<file path="config.mk">
export PLATFORM = sky130hd
export DESIGN_NAME = fetch_unit_flat
export DESIGN_NICKNAME = d
export VERILOG_FILES = /design/src/rtl/fetch_unit_if.sv /design/src/rtl/fetch_unit.sv /design/src/flat_wrapper.sv
export SDC_FILE = /design/constraint.sdc
export NUM_CORES = 1
export LEC_CHECK = 0
export BUFFER_PORTS_ARGS = -buffer_cell sky130_fd_sc_hd__buf_2
export CORE_MARGIN = 2
export CORE_UTILIZATION = 55
export CTS_CLUSTER_SIZE = 30
export DETAILED_ROUTE_END_ITERATION = 8
export GPL_TIMING_DRIVEN = 1
export PLACE_DENSITY = 0.84
export SLEW_MARGIN = 25
export SYNTH_ARGS = -nofsm -noshare
export SYNTH_HDL_FRONTEND = slang
export SYNTH_SLANG_ARGS = --single-unit
</file>
<file path="constraint.sdc">
create_clock -name clk -period 3.22 [get_ports clk]
set_input_delay 0.161 -clock clk [delete_from_list [all_inputs] [get_ports clk]]
set_output_delay 0.161 -clock clk [all_outputs]
set_load 0.005 [all_outputs]
</file>
<file path="src/rtl/fetch_unit_if.sv">
// Instruction-memory port of the fetch stage: a level-held request with an
// address, answered by a one-cycle acknowledge pulse carrying the data word.
interface fetch_unit_if;
    logic        imem_req;
    logic [31:0] imem_addr;
    logic        imem_ack;
    logic [31:0] imem_rdata;

    // Fetch unit side: issues requests, receives acknowledges.
    modport master (
        output imem_req,
        output imem_addr,
        input  imem_ack,
        input  imem_rdata
    );

    // Memory side: serves requests.
    modport slave (
        input  imem_req,
        input  imem_addr,
        output imem_ack,
        output imem_rdata
    );
endinterface

</file>
<file path="src/rtl/fetch_unit.sv">
// Instruction-fetch stage. Owns the PC, fetches one word at a time from a
// variable-latency instruction memory and holds it for decode until the
// datapath retires it. On retirement the next fetch address is taken from the
// jump target, the branch target or pc+4, in that priority.
module fetch_unit #(
    parameter logic [31:0] RESET_PC = 32'h0000_0000
) (
    input  logic         clk,
    input  logic         reset,
    fetch_unit_if.master imem,
    output logic [31:0]  instr,
    output logic         instr_valid,
    output logic [31:0]  pc,
    output logic [31:0]  pcplus4,
    input  logic         advance,
    input  logic         pcsrc,
    input  logic         jump,
    input  logic [31:0]  pcbranch,
    output logic [31:0]  retired
);

    // IDLE is a one-cycle gap after reset, so an acknowledge belonging to a
    // request that reset abandoned lands here and is dropped.
    typedef enum logic [1:0] {
        S_IDLE  = 2'd0,
        S_FETCH = 2'd1,
        S_HOLD  = 2'd2
    } state_t;

    state_t      r_state;
    state_t      w_state_next;

    logic [31:0] r_fetch_pc;
    logic [31:0] w_fetch_pc_next;
    logic        r_imem_req;
    logic        w_imem_req_next;
    logic [31:0] r_instr;
    logic [31:0] w_instr_next;
    logic        r_instr_valid;
    logic        w_instr_valid_next;
    logic [31:0] r_pc;
    logic [31:0] w_pc_next;
    logic [31:0] r_pcplus4;
    logic [31:0] w_pcplus4_next;
    logic [31:0] r_retired;
    logic [31:0] w_retired_next;

    // Candidate next-fetch addresses, all derived from the held instruction.
    logic [31:0] w_jump_target;
    logic [31:0] w_branch_target;
    logic        w_unused_pcbranch_lsbs;

    // Jumps stay inside the 256 MB region of the instruction after the jump;
    // branch targets are forced word aligned regardless of the low bits given.
    assign w_jump_target          = {r_pcplus4[31:28], r_instr[25:0], 2'b00};
    assign w_branch_target        = {pcbranch[31:2], 2'b00};
    assign w_unused_pcbranch_lsbs = ^pcbranch[1:0];

    // State and all output registers; reset abandons any outstanding request.
    always_ff @(posedge clk) begin
        if (reset) begin
            r_state       <= S_IDLE;
            r_fetch_pc    <= RESET_PC;
            r_imem_req    <= 1'b0;
            r_instr       <= 32'h0;
            r_instr_valid <= 1'b0;
            r_pc          <= 32'h0;
            r_pcplus4     <= 32'h0;
            r_retired     <= 32'h0;
        end else begin
            r_state       <= w_state_next;
            r_fetch_pc    <= w_fetch_pc_next;
            r_imem_req    <= w_imem_req_next;
            r_instr       <= w_instr_next;
            r_instr_valid <= w_instr_valid_next;
            r_pc          <= w_pc_next;
            r_pcplus4     <= w_pcplus4_next;
            r_retired     <= w_retired_next;
        end
    end

    // Next-state and next-output decode; everything holds unless changed here.
    always_comb begin
        w_state_next       = r_state;
        w_fetch_pc_next    = r_fetch_pc;
        w_imem_req_next    = r_imem_req;
        w_instr_next       = r_instr;
        w_instr_valid_next = r_instr_valid;
        w_pc_next          = r_pc;
        w_pcplus4_next     = r_pcplus4;
        w_retired_next     = r_retired;

        case (r_state)
            S_IDLE: begin
                // Acknowledges are ignored here; the request starts next cycle.
                w_state_next    = S_FETCH;
                w_imem_req_next = 1'b1;
            end

            S_FETCH: begin
                w_imem_req_next = 1'b1;
                if (imem.imem_ack) begin
                    w_instr_next       = imem.imem_rdata;
                    w_pc_next          = r_fetch_pc;
                    w_pcplus4_next     = r_fetch_pc + 32'd4;
                    w_instr_valid_next = 1'b1;
                    w_imem_req_next    = 1'b0;
                    w_state_next       = S_HOLD;
                end
            end

            S_HOLD: begin
                // Stray acknowledges in HOLD are ignored; only retirement moves on.
                w_imem_req_next = 1'b0;
                if (advance) begin
                    w_retired_next = r_retired + 32'd1;
                    if (jump) begin
                        w_fetch_pc_next = w_jump_target;
                    end else if (pcsrc) begin
                        w_fetch_pc_next = w_branch_target;
                    end else begin
                        w_fetch_pc_next = r_pcplus4;
                    end
                    w_instr_valid_next = 1'b0;
                    w_imem_req_next    = 1'b1;
                    w_state_next       = S_FETCH;
                end
            end

            default: begin
                w_state_next       = S_IDLE;
                w_imem_req_next    = 1'b0;
                w_instr_valid_next = 1'b0;
            end
        endcase
    end

    assign imem.imem_req  = r_imem_req;
    assign imem.imem_addr = r_fetch_pc;
    assign instr          = r_instr;
    assign instr_valid    = r_instr_valid;
    assign pc             = r_pc;
    assign pcplus4        = r_pcplus4;
    assign retired        = r_retired;

endmodule

</file>
<file path="src/flat_wrapper.sv">
// flat-port wrapper written by rule: the top's interface ports become plain ports
module fetch_unit_flat 
#(
    parameter logic [31:0] RESET_PC = 32'h0000_0000
)
  (clk, reset, instr, instr_valid, pc, pcplus4, advance, pcsrc, jump, pcbranch, retired, imem_imem_req, imem_imem_addr, imem_imem_ack, imem_imem_rdata);
  fetch_unit_if imem_i ();
  input  logic clk;
  input  logic reset;
  output logic [31:0] instr;
  output logic instr_valid;
  output logic [31:0] pc;
  output logic [31:0] pcplus4;
  input  logic advance;
  input  logic pcsrc;
  input  logic jump;
  input  logic [31:0] pcbranch;
  output logic [31:0] retired;
  output wire logic [$bits(imem_i.imem_req)-1:0] imem_imem_req;
  output wire logic [$bits(imem_i.imem_addr)-1:0] imem_imem_addr;
  input wire logic [$bits(imem_i.imem_ack)-1:0] imem_imem_ack;
  input wire logic [$bits(imem_i.imem_rdata)-1:0] imem_imem_rdata;
  assign imem_imem_req = imem_i.imem_req;
  assign imem_imem_addr = imem_i.imem_addr;
  assign imem_i.imem_ack = imem_imem_ack;
  assign imem_i.imem_rdata = imem_imem_rdata;
  fetch_unit #(.RESET_PC(RESET_PC)) u_core (.clk(clk), .reset(reset), .imem(imem_i), .instr(instr), .instr_valid(instr_valid), .pc(pc), .pcplus4(pcplus4), .advance(advance), .pcsrc(pcsrc), .jump(jump), .pcbranch(pcbranch), .retired(retired));
endmodule
</file>
==> metrics.yaml, run 1 <==
outcome: "finished clean"
crit_start: "u_core.imem.imem_addr[2]$_SDFFE_PP0P_"
drv_slew: 0
clock_sinks: 162
rsz0062_at_grt: "no"
ant_nets: 0
nets: 1213
power_density_nw_per_um2: 496
dieHeight_um: 119
finalCritPeriodShare_pct: 71.8
syn_area_per_cell_um2: 7.85
arrival_ns: 2.67
port_buffers: 229
grtUsageTotal_pct: 30.0
clockBufferDepth: 2
final_common_cell: "nand2_1"
dr.pass1.iters: 5
synth_area_um2: 7240
die_w_um: 119
rows: 41
cts_root_buf: "clkbuf_16"
worst_skew_pair.late_latency_ns: 0.43
yosysTopAreaCellShare_pct: 44.8
drv_cap: 0
slew_headroom_pct: 39.2
core_area_um2: 12700
seq_area_frac_synth_pct: 44.8
grt_pass1_vias: 7074
worstSetupEndpointType: "register"
critPathKind: "register to register"
whs_ns: 0.0119
synth.area.top_cells: "dfxtp_1 (45%), nand2_1 (12%), a21oi_1 (7.5%)"
hpwlAfterDp_mm: 14.0
wl_per_cell_um: 16.3
hold_start: "imem_imem_rdata[30]"
leakagePower_nw: 3.87
dieArea_um2: 14100
ys_ff_latch: 162
synth_cell_types: 43
tightest_slew_ns: 0.904
numCtsBuffers: 17
vias: 7585
worstPathRequired_ns: 3.58
synth_area_leader_cell: "dfxtp_1"
cts_htree_levels: 4
synth_fp_nets: 995
cts.clk_slew.worst_paths_ns: 0.06
drc_errors: 0
vdd_drop_max_mv: 0.370
ctsResizeCount: 0
start_util_pct: 56.9
async_flop_share_pct: 0
drive_gt1_share_pct: 25.0
drt_iter0_drc: 732
place_congestion: 0.836
area_growth_pct: 29.2
synth_edf_count: 0
gr-total-overflow: 0
fin_worst_skew_ns: 0.00932
placed_cell_area_um2: 8420
syn_inst: 923
hold_violations: 0
viasPerCell: 5.72
cts_tree: "done"
routed_wl_mm: 21.7
diodes: 0
hold_path_class: "input pin to register"
max_freq_mhz: 433
synth_ff_type: "dfxtp_1"
setup_viol: 0
fin_crit_ns: 2.31
yosys_warnings: 0
fin_area_um2: 9360
r2r-start: "u_core.imem.imem_addr[2]$_SDFFE_PP0P_"
grt_antenna_before_repair: 0
setup_tns_ns: 0
grt_pass1_wl_mm: 34.4
grt_max_degree: 57
cp_max_fo: 10
layout_common_cells: "nand2_1 (232), buf_2 (228), dfxtp_1 (162), a21oi_1 (109), nor2_1 (60)"
start_kind: "register"
io_pins: 232
## area by class of cell
type,count,area [µm²]
Timing Repair Buffer,274,1560
Tap cell,172,215
Fill cell,1011,3360
Sequential cell,162,3240
Clock inverter,10,155
Clock buffer,22,474
Multi-Input combinational cell,682,3690
Inverter,4,15.0
## cell usage after synthesis, types with 12 or more instances
cell,number
nor4_1,30
nor3_1,12
nand2_1,232
o21ai_0,33
dfxtp_1,162
clkbuf_1,53
nand4_1,16
a211oi_1,16
mux2i_1,30
or4_1,13
nor2_1,60
a21oi_1,109
nand3_1,25
## cell families (layout without fill, tap and decap cells)
logic type                 Yosys count  count (layout)  share of synthesized area, %
buffers and inverters               79             310                          4.35
and+or+nand+nor                    432             432                          27.7
muxes                               38              38                          5.39
adders and majority gates            2               2                         0.345
DFF                                162             162                          44.8
AOI/OAI and AO/OA                  189             189                          14.9
xor gates and xnor gates            21              21                          2.54
## critical path, stage by stage (launching register included)
cell     delay (ns)
dfxtp_1        0.49
ha_1           0.30
nand2_1        0.15
or4_1          0.70
or4_1          0.46
a31oi_1        0.16
## per-stage QoR
step           std cells  total power [mW]  setup WS (ns)  utilization [%]
5_1_grt             1326              4.79          0.754             73.6
6_report            1326              4.64          0.908             73.6
3_5_place_dp        1263              2.49          0.919             66.2
3_3_place_gp        1263              2.49          0.965             66.2
2_1_floorplan        923              2.34           1.13                -
4_1_cts             1326              4.66          0.922             73.6
## state kept, by name, summed over array words and instances (netlist names)
name / count
u_core.imem.imem_addr: 32
u_core.imem.imem_req: 1
u_core.instr: 32
u_core.instr_valid: 1
u_core.pc: 32
u_core.pcplus4: 30
u_core.r_state: 2
u_core.retired: 32
## what timing repair did
action / CTS / global route
buffers inserted: 0 / 0
hold buffers: 31 / 0
endpoints found under the hold margin: 31 / 0
## path summary, 6_finish.rpt
kind	endpoint	slack (ns)	cells after the start
max	u_core.pcplus4[22]$_SDFFE_PP0P_	0.91	5
max reg2reg	u_core.pcplus4[22]$_SDFFE_PP0P_	0.91	5
min reg2reg	u_core.pc[31]$_SDFFE_PP0P_	0.45	2
min	u_core.instr[30]$_SDFFE_PP0P_	0.01	3
## routing by layer
metal	GRT usage [%]	vias to the layer above	part of all wire [%]
met3	8.11	45	7.8
met1	36.3	3555	41
met5	0	-	0
met2	51.1	326	49
met4	10.7	0	2.5
li1	-	3659	-
## where the power goes
part	leakage [nW]	switching (mW)	internal (mW)
combinational	2.25	0.214	0.169
sequential	1.31	0.0500	2.06
clock	0.306	0.800	1.35
(Power assumes the default switching activity.)
==> run 2, diff against run 1 <==
--- a/config.mk
+++ b/config.mk
@@ -7,11 +7,11 @@
 export LEC_CHECK = 0
 export BUFFER_PORTS_ARGS = -buffer_cell sky130_fd_sc_hd__buf_2
 export CORE_MARGIN = 2
-export CORE_UTILIZATION = 55
+export CORE_UTILIZATION = 46
 export CTS_CLUSTER_SIZE = 30
 export DETAILED_ROUTE_END_ITERATION = 8
 export GPL_TIMING_DRIVEN = 1
-export PLACE_DENSITY = 0.84
+export PLACE_DENSITY = 0.75
 export SLEW_MARGIN = 25
 export SYNTH_ARGS = -nofsm -noshare
 export SYNTH_HDL_FRONTEND = slang
==> constraint.sdc (replaced) <==
create_clock -name clk -period 1.9 [get_ports clk]
set_input_delay 0.095 -clock clk [delete_from_list [all_inputs] [get_ports clk]]
set_output_delay 0.095 -clock clk [all_outputs]
set_load 0.005 [all_outputs]
==> metrics.yaml, run 2 (synthesized netlist as in run 1, its figures left out) <==
outcome: "finished clean"
grt_max_degree: 78
drive_gt1_share_pct: 30.3
cp_max_fo: 10
layout_common_cells: "nand2_1 (232), buf_2 (228), dfxtp_1 (155), a21oi_1 (109), buf_4 (70)"
cts_root_buf: "clkbuf_16"
drv_cap: 0
dp.cells: 1364
dieHeight_um: 129
tightest_slew_ns: 0.834
drc_errors: 0
nets: 1276
core_area_um2: 15300
grt_pass1_wl_mm: 34.5
slowest_delay_ns: 0.40
fin_area_um2: 10100
grtUsageTotal_pct: 25.7
nFillCells: 1306
placed_cell_area_um2: 9060
numCtsBuffers: 17
ant_nets: 0
fin_crit_ns: 1.83
leakagePower_nw: 4.26
hpwlAfterDp_mm: 15.1
gr-total-overflow: 0
multi_input_area_um2: 3780
post-route-util_pct: 65.9
final_common_cell: "nand2_1"
fin_worst_skew_ns: 0.00894
min_delay_path_depth: 3
dieArea_um2: 16800
arrival_ns: 2.15
start_util_pct: 47.3
vdd_drop_max_mv: 0.662
hold_start: "pcbranch[30]"
diodes: 0
slew_headroom_pct: 44.4
place_ws_ns: -0.00260
drv_slew: 0
seq_area_um2: 3250
cts.clk_slew.worst_paths_ns: 0.06
die_w_um: 129
finalCritPeriodShare_pct: 96.5
cts_tree: "done"
worstPathRequired_ns: 2.21
whs_endpoint: "u_core.imem.imem_addr[30]$_SDFFE_PP0P_"
dr.pass1.iters: 5
r2r_cells: 6
crit_path_cell_trace: "ha_1, nand3_2, or3_4, buf_4, nor4_2, mux2_2"
crit_slowest_cell: "or3_4"
io_pins: 232
r2r-start: "u_core.retired[0]$_SDFFE_PP0P_"
critPathKind: "register to register"
clock_sinks: 162
start_kind: "register"
rsz0062_at_grt: "yes"
wl_per_cell_um: 15.5
final_cell_count_no_fill: 1426
worst_skew_pair.late_latency_ns: 0.43
place_congestion: 0.868
clockBufferDepth: 2
hold_violations: 0
hold_path_class: "input pin to register"
drt_iter0_drc: 510
vias: 7667
setup_viol: 0
rows: 45
routed_wl_mm: 22.0
port_buffers: 229
viasPerCell: 5.38
worstSetupEndpointType: "register"
power_density_nw_per_um2: 805
area_growth_pct: 39.3
whs_ns: 0.0244
grt_antenna_before_repair: 0
fin_ws_ns: 0.0662
cts_htree_levels: 4
rrSetupSlack_ns: 0.07
max_freq_mhz: 545
grt_pass1_vias: 7085
r2r-end: "u_core.retired[30]$_SDFFE_PP0P_"
## run 2: cell types whose count changed in the layout (fill, tap and decap cells not counted), sizes merged
cell / before / now
clkinv: 4 / 2
buf: 243 / 305
clkbuf: 22 / 20
clkinvlp: 2 / 1
bufinv: 4 / 6
inv: 4 / 5
dlygate4sd3: 31 / 32
## run 2: how the worst max path moves through the flow
stage / start / endpoint / slack, ns / cells after the start
finish: u_core.retired[0]$_SDFFE_PP0P_ / u_core.retired[30]$_SDFFE_PP0P_ / 0.07 / 6
global route: u_core.imem.imem_addr[4]$_SDFFE_PP0P_ / u_core.pcplus4[30]$_SDFFE_PP0P_ / -0.01 / 5
CTS: u_core.imem.imem_addr[13]$_SDFFE_PP0P_ / u_core.pcplus4[17]$_SDFFE_PP0P_ / 0.004 / 4
detailed placement: u_core.retired[0]$_SDFFE_PP0P_ / u_core.retired[30]$_SDFFE_PP0P_ / -0.003 / 6
global placement: u_core.retired[0]$_SDFFE_PP0P_ / u_core.retired[30]$_SDFFE_PP0P_ / 0.04 / 6
floorplan: u_core.imem.imem_addr[9]$_SDFFE_PP0P_ / u_core.pcplus4[17]$_SDFFE_PP0P_ / 0.01 / 6
## run 2: cell type report
| cell class | instances | area share [%] |
|---|---|---|
| flip-flops and latches | 162 | 32.2 |
| repair buffers | 337 | 21.1 |
| inverters | 4 | 0.149 |
| clock buffers | 20 | 4.42 |
| well taps | 211 | 2.62 |
| multi-input cells | 682 | 37.5 |
| clock inverters | 10 | 2.05 |
## run 2: metrics by stage
| step | TNS [ns] | power (mW) |
|---|---|---|
| finish | 0 | 8.12 |
| global route | -0.0177 | 8.39 |
| CTS | 0 | 8.14 |
| detailed placement | -0.00260 | 4.27 |
| global placement | 0 | 4.26 |
| floorplan | 0 | 3.97 |
## run 2: routing by layer
layer	up-vias	part of all wire, %	global-route usage, %
met5	-	0	0
met4	0	1.9	8.29
met3	39	6.2	6.32
met2	260	49	43.9
met1	3587	43	32.1
li1	3781	-	-
## run 2: critical path: cells and delay by family (launching register included)
family	cells	cell delay [ns]
adders and majority gates	1	0.17
buffers and inverters	1	0.18
DFF	1	0.32
muxes	1	0.36
and+or+nand+nor	3	0.68
## run 2: power breakdown
part	total, mW	switching, mW	internal [mW]
logic	0.695	0.372	0.323
clock network	3.87	1.38	2.48
registers	3.56	0.0747	3.49
total	8.12	1.83	6.29
## run 2: what timing repair did
action                                 4_1_cts  5_1_grt
setup endpoints to repair                    1       15
cloned                                       0        0
pin swaps                                    0        1
hold buffers                                32        0
gates resized for setup                      1       11
endpoints found under the hold margin       32        0
buffers inserted                             0        0
